`src/rtl/amax10_qsys_onchip_mem_arbiter_pkg.sv`:
```
// Shared types for the two-requester on-chip RAM arbiter: requester id and the
// one-deep pending-read record that steers read data back to its requester.
package amax10_qsys_onchip_mem_arbiter_pkg;

    localparam int NUM_REQ = 2;

    typedef logic req_id_t;

    typedef struct packed {
        logic    vld;
        req_id_t id;
    } pend_t;

endpackage

```
`src/rtl/amax10_qsys_rr_arb2.sv`:
```
// Two-input round-robin arbiter: combinational grant, registered priority pointer.
// Zero latency; a losing requester sees no grant and must hold its request.
module amax10_qsys_rr_arb2
    import amax10_qsys_onchip_mem_arbiter_pkg::*;
(
    input  logic               clk,
    input  logic               reset,
    input  logic               en,
    input  logic [NUM_REQ-1:0] req,
    output logic               gnt_vld,
    output req_id_t            gnt_id
);

    req_id_t prio;

    always_comb begin
        gnt_vld = 1'b0;
        gnt_id  = prio;
        if (en) begin
            unique case (req)
                2'b01: begin gnt_vld = 1'b1; gnt_id = 1'b0; end
                2'b10: begin gnt_vld = 1'b1; gnt_id = 1'b1; end
                2'b11: begin gnt_vld = 1'b1; gnt_id = prio; end
                default: ;
            endcase
        end
    end

    // The loser of this cycle becomes the favoured requester next time.
    always_ff @(posedge clk or posedge reset) begin
        if (reset) begin
            prio <= 1'b0;
        end else if (gnt_vld) begin
            prio <= ~gnt_id;
        end
    end

endmodule

```
`src/rtl/amax10_qsys_onchip_mem_arbiter.sv`:
```
// Shares one single-port on-chip RAM between two Avalon-MM requesters; reads return one
// enabled cycle after grant. Optional per-requester grant counters: AMAX10_ARB_PERF_CNT_EN.
module amax10_qsys_onchip_mem_arbiter
    import amax10_qsys_onchip_mem_arbiter_pkg::*;
#(
    parameter int ADDR_W = 16,
    parameter int DATA_W = 32
) (
    input  logic                clk,
    input  logic                reset,
    input  logic                reset_req,
    input  logic [ADDR_W-1:0]   r0_address,
    input  logic [DATA_W/8-1:0] r0_byteenable,
    input  logic                r0_read,
    input  logic                r0_write,
    input  logic [DATA_W-1:0]   r0_writedata,
    output logic                r0_waitrequest,
    output logic [DATA_W-1:0]   r0_readdata,
    output logic                r0_readdatavalid,
    input  logic [ADDR_W-1:0]   r1_address,
    input  logic [DATA_W/8-1:0] r1_byteenable,
    input  logic                r1_read,
    input  logic                r1_write,
    input  logic [DATA_W-1:0]   r1_writedata,
    output logic                r1_waitrequest,
    output logic [DATA_W-1:0]   r1_readdata,
    output logic                r1_readdatavalid,
    output logic [ADDR_W-1:0]   mem_address,
    output logic [DATA_W/8-1:0] mem_byteenable,
    output logic                mem_chipselect,
    output logic                mem_write,
    output logic [DATA_W-1:0]   mem_writedata,
    output logic                mem_clken,
    input  logic [DATA_W-1:0]   mem_readdata
`ifdef AMAX10_ARB_PERF_CNT_EN
    ,
    output logic [31:0]         grant_cnt0,
    output logic [31:0]         grant_cnt1
`endif
);

    logic [NUM_REQ-1:0] req;
    logic               arb_en;
    logic               gnt_vld;
    req_id_t            gnt_id;
    logic               rd_gnt;
    logic               rsp_fire;
    pend_t              pend;

    // A read+write collision counts as a write, so either strobe raises a request.
    assign req    = {r1_read | r1_write, r0_read | r0_write};
    assign arb_en = ~reset_req & ~reset;

    amax10_qsys_rr_arb2 u_arb (
        .clk     (clk),
        .reset   (reset),
        .en      (arb_en),
        .req     (req),
        .gnt_vld (gnt_vld),
        .gnt_id  (gnt_id)
    );

    always_comb begin
        mem_address    = gnt_id ? r1_address    : r0_address;
        mem_byteenable = gnt_id ? r1_byteenable : r0_byteenable;
        mem_writedata  = gnt_id ? r1_writedata  : r0_writedata;
        mem_chipselect = gnt_vld;
        mem_write      = gnt_vld & (gnt_id ? r1_write : r0_write);
    end

    assign r0_waitrequest = ~(gnt_vld & (gnt_id == 1'b0));
    assign r1_waitrequest = ~(gnt_vld & (gnt_id == 1'b1));
    assign mem_clken      = ~reset_req;

    assign rd_gnt   = gnt_vld & ~mem_write;
    assign rsp_fire = pend.vld & mem_clken;

    // RAM output register is frozen while clken is low, so a pending response
    // simply waits for the first enabled cycle and is then consumed.
    always_ff @(posedge clk or posedge reset) begin
        if (reset) begin
            pend <= '0;
        end else if (rd_gnt) begin
            pend.vld <= 1'b1;
            pend.id  <= gnt_id;
        end else if (rsp_fire) begin
            pend.vld <= 1'b0;
        end
    end

    assign r0_readdatavalid = rsp_fire & (pend.id == 1'b0);
    assign r1_readdatavalid = rsp_fire & (pend.id == 1'b1);
    assign r0_readdata      = r0_readdatavalid ? mem_readdata : '0;
    assign r1_readdata      = r1_readdatavalid ? mem_readdata : '0;

`ifdef AMAX10_ARB_PERF_CNT_EN
    always_ff @(posedge clk or posedge reset) begin
        if (reset) begin
            grant_cnt0 <= '0;
            grant_cnt1 <= '0;
        end else if (gnt_vld) begin
            if (gnt_id == 1'b0 && grant_cnt0 != 32'hFFFF_FFFF) grant_cnt0 <= grant_cnt0 + 32'd1;
            if (gnt_id == 1'b1 && grant_cnt1 != 32'hFFFF_FFFF) grant_cnt1 <= grant_cnt1 + 32'd1;
        end
    end
`endif

endmodule

```
`config.mk`:
```
export PLATFORM = sky130hd
export DESIGN_NAME = amax10_qsys_onchip_mem_arbiter
export DESIGN_NICKNAME = d
export VERILOG_FILES = /design/src/rtl/amax10_qsys_onchip_mem_arbiter_pkg.sv /design/src/rtl/amax10_qsys_rr_arb2.sv /design/src/rtl/amax10_qsys_onchip_mem_arbiter.sv
export SDC_FILE = /design/constraint.sdc
export NUM_CORES = 1
export LEC_CHECK = 0
export BUFFER_PORTS_ARGS = -buffer_cell sky130_fd_sc_hd__buf_2
export CAP_MARGIN = 20
export CORE_AREA = 2 2 104 106
export DETAILED_ROUTE_END_ITERATION = 10
export DIE_AREA = 0 0 106 108
export PLACE_DENSITY_LB_ADDON = 0.12
export SLEW_MARGIN = 20
export SYNTH_ARGS = -nofsm -noshare
export SYNTH_HDL_FRONTEND = slang
export SYNTH_SLANG_ARGS = --single-unit
```
`constraint.sdc`:
```
create_clock -name clk -period 3.8 [get_ports clk]
set_input_delay 0.76 -clock clk [delete_from_list [all_inputs] [get_ports clk]]
set_output_delay 0.76 -clock clk [all_outputs]
set_load 0.005 [all_outputs]
```
==> key figures, run 1 <==
Outcome
  • Status: complete, no violations

STA
  • RSZ-0062 raised after global routing: no
  • Clk_skew: 0.000479 ns
  • Slew Viols, Final: 0
  • Worst-Margin Slew: 0.408 ns
  • Setup TNS Final: 0 ns
  • Slew HR: 72.8%
  • Final hold vios: 0
  • Setup ws final: 0.165 ns
  • Min Tclk post-route: 3.64 ns
  • Achievable Freq: 0.275 GHz
  • Setup violators final: 0
  • Post-route clock period utilization: a little over nine tenths

Die
  • Initial Utilization: 15.3%
  • Die height: 108 um
  • Die W: 106 um
  • I/O pins: 266
  • FP Rows: 37
  • Area of the core: 10,200 um^2
  • Die area: approximately 11,000 um^2

Power
  • Total power: 659 uW
  • Leak: 0.00193 uW
  • Worst VDD drop: 0.000112 V
  • P per Cell Area: about 220 nW/um^2

Routing
  • Iteration-0 DRC Markers: 29
  • DRT Wirelength: 6.79 mm
  • Vias per cell: roughly 3.8
  • DRC violations left: 0
  • Antenna-violating nets left: 0
  • DRT Pass-1 Iters: 4
  • Routed WL per cell: 12.2 um
  • Routed via count: 2,113

Place
  • Port bufs: 265
  • Dpl ws: 0.158 ns
  • Area after DPL: 3010 um^2
  • Dpl hpwl: 6.14 mm
  • Gpl congestion: 0.710

Yosys
  • Synth Flop Type: dfrtp_1
  • Sequential share of the synthesized area: 4.78%
  • Post-synth top area share: 46.9%
  • #FFs+latches synth: 3
  • Post-synth cell types: 24
  • Post-synth EDFFs: 0
  • Synth async-reset ratio: 100%
  • Synth Cell Area: roughly 1600 um^2
  • Synth Instances: 157
  • Synth warn: 0
  • Syn_nets: approximately 300
  • Cell taking the most area after synthesis: mux2_4
  • Syn avg cell area: 10.0 um^2
  • Top cells by area, synth: mux2_4 (47%), and2_1 (25%), buf_12 (6.4%)

Global route
  • First-pass GRT wire length: 9.54 mm
  • Grt ovf: 0
  • Overall routing resource usage: 10.3%
  • Initial antenna violation count: 0
  • Vias in the first global route: approximately 2,000
  • Largest net degree at the start of global routing: 34

Clock network
  • H-tree Lvls: 1
  • Clock Latency Late Sink: 0.22 ns
  • Reg clk slew, reported paths: roughly 0.030 ns
  • Bufs on Longest Clock Path: 2
  • Num CTS Buffers: 3
  • Post-CTS setup buffers: 0
  • CTS Sinks: 3
  • Post-CTS Hold Fix Bufs: 0
  • Clock root buffer: clkbuf_8
  • Post-CTS resize count: 0
  • TritonCTS clock tree: built

Worst setup path
  • Startpoint class of the critical path: input pin
  • Critical Path End Type: output pin
  • Critical path arrival: 2.88 ns
  • Setup CP Type: in -> out
  • Worst path required time: ~3.0 ns
  • Crit-path max FO: 14

Cells and area
  • Final core occ: around 30%
  • Layout cells sized above 1: 79.2%
  • Design area: ~3000 um^2
  • Layout area overhead: 94.7%
  • Antenna Cells: 0
  • Fin nets: 565

Hold path
  • Worst hold path type: in -> async

Run
  • Max-Cap Viols: 0
[where the power goes]
part           switching (uW)  total [uW]  internal (uW)
Clock                    21.5        93.1           71.6
Combinational             197         525            328
Sequential               4.63        41.7           37.1
[stage by stage]
stage / cells / hold slack [ns]
after floorplan: 157 / 0.471
after global placement: 551 / 0.520
after detailed placement: 551 / 0.512
after CTS: 555 / 0.452
after global routing: 555 / 0.465
final: 555 / 0.455
[cell type report]
cell class	count	area [um^2]
well taps	136	170
clock buffers	4	45.0
repair buffers	270	1400
fillers	1115	7170
flip-flops and latches	3	75.1
multi-input cells	137	1350
inverters	5	18.8
[synth_stat cells (2+ instances only)]
master,count
inv_1,5
mux2_4,49
dfrtp_1,3
buf_12,5
ha_1,2
mux2_2,3
nand3_1,2
clkbuf_1,6
nand2_1,3
a21oi_1,2
and2_1,64
[worst paths after layout]
path | from | to | slack, ns | depth (start not counted)
worst max-delay path | r1_read | mem_address[15] | 0.16 | 8
worst min-delay path | reset | u_arb.prio | 0.46 | 2
worst max register to register | u_arb.prio | pend[1] | 2.71 | 3
worst min register to register | pend[1] | pend[1] | 0.52 | 1
max in group asynchronous | reset | pend[0] | 3.22 | 2
min in group clk | pend[1] | pend[1] | 0.52 | 1
[metal layers]
metal	global-route usage, %	vias up	part of all wire, %	wire length (um)
met2	21.8	156	54	3680
li1	-	1049	-	-
met4	1.69	0	0.35	24
met5	0	-	0	0
met3	2.29	4	11	727
met1	10.3	904	35	2360
[layout by cell type, fill, tap and decap left out, drive strengths merged]
master | netlist | final
buf | 6 | 270
and2 | 64 | 64
mux2 | 52 | 52
inv | 5 | 5
nand2 | 4 | 4
clkbuf | 6 | 4
dfrtp | 3 | 3
nand3 | 2 | 2
a21oi | 2 | 2
ha | 2 | 2
or4b | 1 | 1
o31ai | 1 | 1
a21o | 1 | 1
or3 | 1 | 1
a32o | 1 | 1
nor2 | 1 | 1
and3 | 1 | 1
nor3b | 1 | 1
or2 | 1 | 1
o21ai | 1 | 1
a31oi | 1 | 1
[sequential cells by signal, indices dropped and copies added (netlist names)]
name        flops
pend            2
u_arb.prio      1
[worst max-delay path, stage by stage]
cell	delay, ns
buf_2	0.10
or2_2	0.30
ha_1	0.33
or4b_4	0.57
nand2_8	0.17
buf_12	0.18
mux2_2	0.34
buf_2	0.12
[logic make-up (layout without fill, tap and decap cells)]
kind of cell / Yosys count / in the layout / share of synthesized area (%)
simple gates: 76 / 76 / 31.0
mux: 52 / 52 / 49.0
buf+inv: 17 / 279 / 9.72
compound gates: 7 / 7 / 3.90
flops: 3 / 3 / 4.78
fa+ha+maj: 2 / 2 / 1.59
(Power assumes the default switching activity.)
==> inputs of run 2 (changes only) <==
==> constraint.sdc (replaced) <==
create_clock -name clk -period 3.8 [get_ports clk]
set_input_delay 0.19 -clock clk [delete_from_list [all_inputs] [get_ports clk]]
set_output_delay 0.19 -clock clk [all_outputs]
set_load 0.005 [all_outputs]
==> run 2 against run 1 <==
  * Register-to-register slack hardly changed
  * Largest power group unchanged
  * Combinational power is 4.8% lower
  * Global-route usage decreased by 0.13 points
  * Sequential share of layout area is essentially flat
  * Maximum frequency rose by 37%
  * First-iteration DRC count grew 120%
  * Die area stayed put
  * Sequential power hardly changed
  * Setup slack gained 0.97 ns
  * Critical path type unchanged
==> key figures, run 2 (same netlist as run 1, synthesis figures left out) <==
Routing
  • Iteration-0 DRC Markers: 65 (+120%)
  • DRT Pass-1 Iters: 4 (unchanged)
  • Routed WL per cell: 12.2 um (about the same)
  • Routed via count: 2,134 (+0.99%)
  • Vias per cell: 3.87 (+1.5%)
  • DRT Wirelength: 6.76 mm (-0.52%)
  • DRC violations left: 0 (unchanged)
  • Antenna-violating nets left: 0 (unchanged)

Die
  • Initial Utilization: 15.3% (unchanged)
  • Die area: 11,400 um^2 (unchanged)
  • Area of the core: 10,200 um^2 (unchanged)
  • Die height: 108 um (unchanged)
  • FP Rows: 37 (unchanged)
  • I/O pins: 266 (unchanged)
  • Die W: 106 um (unchanged)

Global route
  • Overall routing resource usage: 10.2% (-0.13 points)
  • Initial antenna violation count: 0 (unchanged)
  • Vias in the first global route: 2,002 (+0.50%)
  • First-pass GRT wire length: 9.42 mm (-1.3%)
  • Grt ovf: 0 (unchanged)
  • Largest net degree at the start of global routing: 54 (+59%)

Worst setup path
  • Setup CP Type: in -> out
  • Crit-path max FO: 53 (+39)
  • Reg-to-reg endpoint: pend[1]
  • Critical path's slowest cell: or4b_4
  • Worst r2r src: u_arb.prio
  • Startpoint class of the critical path: input pin
  • Most used cell, CP: buf_2
  • Critical path arrival: 2.47 ns (-0.41 ns)
  • Reg2Reg Depth: 3 (unchanged)
  • CP peak stage delay: 0.60 ns (+0.03 ns)
  • Worst R2R Setup Slack: 2.72 ns (about the same)
  • Worst path required time: 3.61 ns (+0.57 ns)
  • Critical Path End Type: output pin
  • Cell Chain, Critical Path: dlygate4sd3_1 > buf_2 > or4b_4 > nand2_8 > mux2_2 > buf_2

STA
  • Post-route clock period utilization: 70.1% (-26 points)
  • RSZ-0062 raised after global routing: no
  • Setup violators final: 0 (unchanged)
  • Setup ws final: 1.14 ns (+0.973 ns)
  • Clk_skew: 0.000293 ns (-0.000186 ns)
  • Setup TNS Final: 0 ns (unchanged)
  • Min Tclk post-route: 2.66 ns (-0.973 ns)
  • Hold WS: 0.320 ns (-0.135 ns)
  • Final hold vios: 0 (unchanged)
  • Slew Viols, Final: 0 (unchanged)
  • Achievable Freq: 0.376 GHz (+37%)
  • Slew HR: 42.7% (-30 points)
  • Worst-Margin Slew: 0.859 ns (+0.451 ns)

Hold path
  • Hold Startpoint: r1_write
  • Hold Crit Depth: 4
  • Hold endpoint: pend[0]
  • Worst hold path type: in -> reg

Power
  • Leak: 0.00191 uW (-1.5%)
  • P per Cell Area: 211 nW/um^2 (-2.3%)
  • Seq pwr share: 6.6% (+0.3 points)
  • Gate power share: 79.1% (-0.5 points)
  • P_sw: 216 uW (-2.8%)
  • Clock power share: 14.3% (+0.2 points)
  • Worst VDD drop: 0.000148 V (+33%)
  • Switching Share: 34.2% (+0.45 points)
  • Internal: 416 uW (-4.8%)
  • Total power: 632 uW (-4.1%)

Place
  • Port bufs: 265 (unchanged)
  • Dpl hpwl: 6.01 mm (-2.1%)
  • Dpl ws: 1.15 ns (+0.994 ns)
  • Gpl congestion: 0.697 (-1.8%)

Cells and area
  • Most frequent cells in the layout: buf_2 (265), and2_1 (64), mux2_4 (49)
  • Layout cells sized above 1: 78.8% (-0.39 points)
  • Max FFs per register: 2 (unchanged)
  • Final core occ: 29.3% (-0.56 points)
  • Antenna Cells: 0 (unchanged)
  • Layout area overhead: 91.1%
  • Largest register by flop count: pend
  • Largest regs: pend x2, u_arb.prio x1
  • Commonest non-fill, non-tap cell in the layout: buf_2
  • Fin nets: 562 (-0.53%)

Clock network
  • TritonCTS clock tree: built
  • Clock root buffer: clkbuf_8
  • Clock Latency Late Sink: 0.21 ns (about the same)
  • Post-CTS resize count: 0 (unchanged)
  • Post-CTS setup buffers: 0 (unchanged)
  • Bufs on Longest Clock Path: 2 (unchanged)
  • H-tree Lvls: 1 (unchanged)
  • Num CTS Buffers: 3 (unchanged)
  • CTS Sinks: 3 (unchanged)
  • Reg clk slew, reported paths: 0.03 ns (about the same)

Run
  • Max-Cap Viols: 0 (unchanged)

Outcome
  • Status: complete, no violations
[run 2: changes by cell type in the layout (fill, tap and decap cells not counted), sizes merged]
cell         before  now
dlygate4sd3       0    1
buf             270  266
[run 2: worst max-delay path: cells and delay by family]
kind          cells  cell delay (ns)
buf+inv           3             0.81
mux               1             0.40
simple gates      2             1.01
[run 2: cell type report]
cell class | instances | area [um^2]
clock buffer | 4 | 45.0
fill | 1125 | 7230
inverter | 5 | 18.8
multi-input combinational | 137 | 1350
sequential | 3 | 75.1
tap | 136 | 170
timing repair buffer | 267 | 1340
[run 2: power by group through the flow]
stage	Sequential, uW	Combinational [uW]	Clock [uW]
after floorplan	40.8	343	0
after global placement	41.9	507	0
after detailed placement	41.7	507	0
after CTS	41.6	509	93.6
after global routing	42.1	540	96.6
final	41.6	500	90.5
[run 2: worst max path at each step]
stage / start / to / depth (start not counted)
2_1_floorplan: r1_read / mem_address[0] / 7
3_3_place_gp: r1_read / mem_byteenable[3] / 7
3_5_place_dp: r1_read / mem_writedata[31] / 7
4_1_cts: reset / mem_writedata[31] / 6
5_1_grt: r1_read / mem_writedata[31] / 7
6_report: reset / mem_writedata[31] / 6
[run 2: metrics by stage]
stage / cells / instance area (um^2)
after floorplan: 157 / 1570
after global placement: 547 / 2950
after detailed placement: 547 / 2950
after CTS: 552 / 3000
after global routing: 552 / 3000
final: 552 / 3000
[run 2: timing repair]
| action | in CTS | in global routing |
|---|---|---|
| hold endpoints to repair | 3 | 0 |
| hold buffers | 1 | 0 |
| endpoints found under the setup margin | 0 | 0 |
[run 2: per-layer routing]
layer | track usage (%) | wire [um] | vias to the layer above
met5 | 0 | 0 | -
met3 | 2.35 | 693 | 2
met4 | 1.69 | 15 | 0
met1 | 10.3 | 2390 | 933
li1 | - | - | 1046
met2 | 21.3 | 3660 | 153
==> inputs of run 3 (changes only) <==
- CORE_AREA: 2 2 104 106 -> 2 2 102 104
- DIE_AREA: 0 0 106 108 -> 0 0 104 106
- clock period: 3.8 -> 2.3 ns (I/O delays scaled with it)
==> run 3 against run 2 <==
  * Worst hold slack lost 0.082 ns
  * Clock skew grew 0.0024 ns
  * Register-to-register slack lost 1.7 ns
  * Die area shrank 3.7%
  * Global-route usage grew 2.3 points
  * Routed wire length grew 12%
  * Sequential cell count is the same
  * Critical path type unchanged
  * Critical endpoint is now mem_writedata[14]
==> key figures, run 3 (same netlist as run 1, synthesis figures left out) <==
Worst setup path
  • Worst R2R Setup Slack: 1.06 ns (-1.66 ns)
  • Critical Path End Type: output pin
  • Crit-path max FO: 15 (-72%)
  • Setup CP Type: in -> out
  • Worst path required time: 2.18 ns (-1.43 ns)
  • Critical path arrival: 2.11 ns (-0.36 ns)
  • Reg2Reg Depth: 4 (+1)
  • Startpoint class of the critical path: input pin

Cells and area
  • Max FFs per register: 2 (unchanged)
  • Largest register by flop count: pend
  • Combined area of the multi-input logic cells: 1360 um^2 (+0.84%)
  • FILL cells: 1,120 (-0.44%)
  • Most frequent cells in the layout: buf_2 (265), and2_1 (64), mux2_4 (49)
  • Layout cells sized above 1: 79.6% (+0.78 points)
  • Layout area overhead: 101%
  • Commonest non-fill, non-tap cell in the layout: buf_2
  • Largest regs: pend x2, u_arb.prio x1
  • Fin nets: 578 (+2.8%)
  • Final core occ: 31.6% (+2.2 points)
  • FF+latch area: 75.1 um^2 (unchanged)

Die
  • I/O pins: 266 (unchanged)
  • Die W: 104 um (-1.9%)
  • Die height: 106 um (-1.9%)
  • Initial Utilization: 15.7% (+0.36 points)
  • Area of the core: 10000 um^2 (-2.3%)
  • Die area: 11,000 um^2 (-3.7%)
  • FP Rows: 37 (unchanged)

Power
  • Total power: 1140 uW (+81%)
  • Leak: 0.00199 uW (+4.6%)
  • P per Cell Area: 362 nW/um^2 (+72%)
  • Worst VDD drop: 0.000248 V (+67%)

STA
  • Worst-Margin Slew: 0.446 ns (-0.413 ns)
  • Min Tclk post-route: 2.22 ns
  • Hold WS: 0.238 ns (-0.0822 ns)
  • Post-route clock period utilization: 96.7%
  • Slew Viols, Final: 0 (unchanged)
  • Clk_skew: 0.00267 ns (+0.00238 ns)
  • Achievable Freq: 0.450 GHz
  • RSZ-0062 raised after global routing: no
  • Setup violators final: 0 (unchanged)
  • Slew HR: 70.2% (+28 points)
  • Final hold vios: 0 (unchanged)
  • Setup TNS Final: 0 ns (unchanged)
  • Setup ws final: 0.0759 ns (-1.06 ns)

Outcome
  • Status: complete, no violations

Clock network
  • TritonCTS clock tree: built
  • Num CTS Buffers: 3 (unchanged)
  • Clock root buffer: clkbuf_8
  • H-tree Lvls: 1 (unchanged)
  • Clock Latency Late Sink: 0.22 ns (about the same)
  • Bufs on Longest Clock Path: 2 (unchanged)
  • CTS Sinks: 3 (unchanged)
  • Reg clk slew, reported paths: 0.03 ns (about the same)

Global route
  • Overall routing resource usage: 12.5% (+2.3 points)
  • Initial antenna violation count: 5 (+5)
  • Grt ovf: 0 (unchanged)
  • Largest net degree at the start of global routing: 34 (-37%)
  • First-pass GRT wire length: 11.0 mm (+17%)
  • Vias in the first global route: 2,157 (+7.7%)

Routing
  • Routed WL per cell: 13.3 um (+8.3%)
  • Vias per cell: 3.85 (-0.52%)
  • DRC violations left: 0 (unchanged)
  • DRT Pass-1 Iters: 4 (unchanged)
  • Iteration-0 DRC Markers: 57 (-12%)
  • DRT Wirelength: 7.58 mm (+12%)
  • Antenna-violating nets left: 0 (unchanged)
  • Routed via count: 2,196 (+2.9%)

Place
  • Dpl ws: 0.0509 ns (-1.10 ns)
  • Gpl congestion: 0.742 (+6.4%)
  • Dpl hpwl: 6.74 mm (+12%)
  • Port bufs: 265 (unchanged)

Hold path
  • Hold Crit Depth: 4 (unchanged)
  • Worst hold path type: in -> reg

Run
  • Max-Cap Viols: 0 (unchanged)
==> run 3: cell count changes in the layout (fill, tap and decap cells not counted), sizes merged <==
cell,previous run,this run
buf,266,281
diode,0,3
nand2,4,5
==> run 3: where the power goes <==
| part | leakage [uW] | internal [uW] | switching [uW] |
|---|---|---|---|
| registers | 0.0000387 | 61.3 | 7.59 |
| clock network | 0.0000228 | 118 | 35.7 |
| logic | 0.00193 | 580 | 341 |
==> run 3: layout make-up <==
cell class                      instances  share of cell area, %
Antenna cell                            3                  0.238
Sequential cell                         3                   2.38
Multi-Input combinational cell        138                   43.0
Clock buffer                            4                   1.43
Timing Repair Buffer                  282                   46.9
Tap cell                              136                   5.39
Inverter                                5                  0.595
==> run 3: worst paths after layout <==
path	from	endpoint
setup / recovery	r1_read	mem_writedata[14]
setup reg to reg	u_arb.prio	pend[1]
hold reg to reg	pend[1]	pend[1]
max in group asynchronous	reset	pend[0]
min in group asynchronous	reset	u_arb.prio
hold / removal	r1_write	pend[0]
==> run 3: metal layers <==
metal | wire (um) | global-route usage (%)
met5 | 23 | 0
met4 | 89 | 1.74
met3 | 943 | 6.01
met2 | 3950 | 25.2
met1 | 2570 | 11.4
==> run 3: stage by stage <==
step	instance area, um^2	instances
6_report	3160	571
5_1_grt	3150	569
4_1_cts	3120	564
3_5_place_dp	3060	559
3_3_place_gp	3060	559
2_1_floorplan	1570	157
==> run 3: worst max-delay path, cell delays in order <==
cell	delay [ns]
buf_2	0.09
or2_2	0.30
ha_1	0.30
or4b_4	0.56
nand2_8	0.12
buf_12	0.17
mux2_4	0.31
buf_2	0.12
==> run 3: timing repair <==
action                                 in CTS  in global routing
setup endpoints to repair                   0                 18
endpoints found under the hold margin       3                  0
resized for setup                           0                  0
buffers inserted                            0                  3
hold buffers                                1                  0
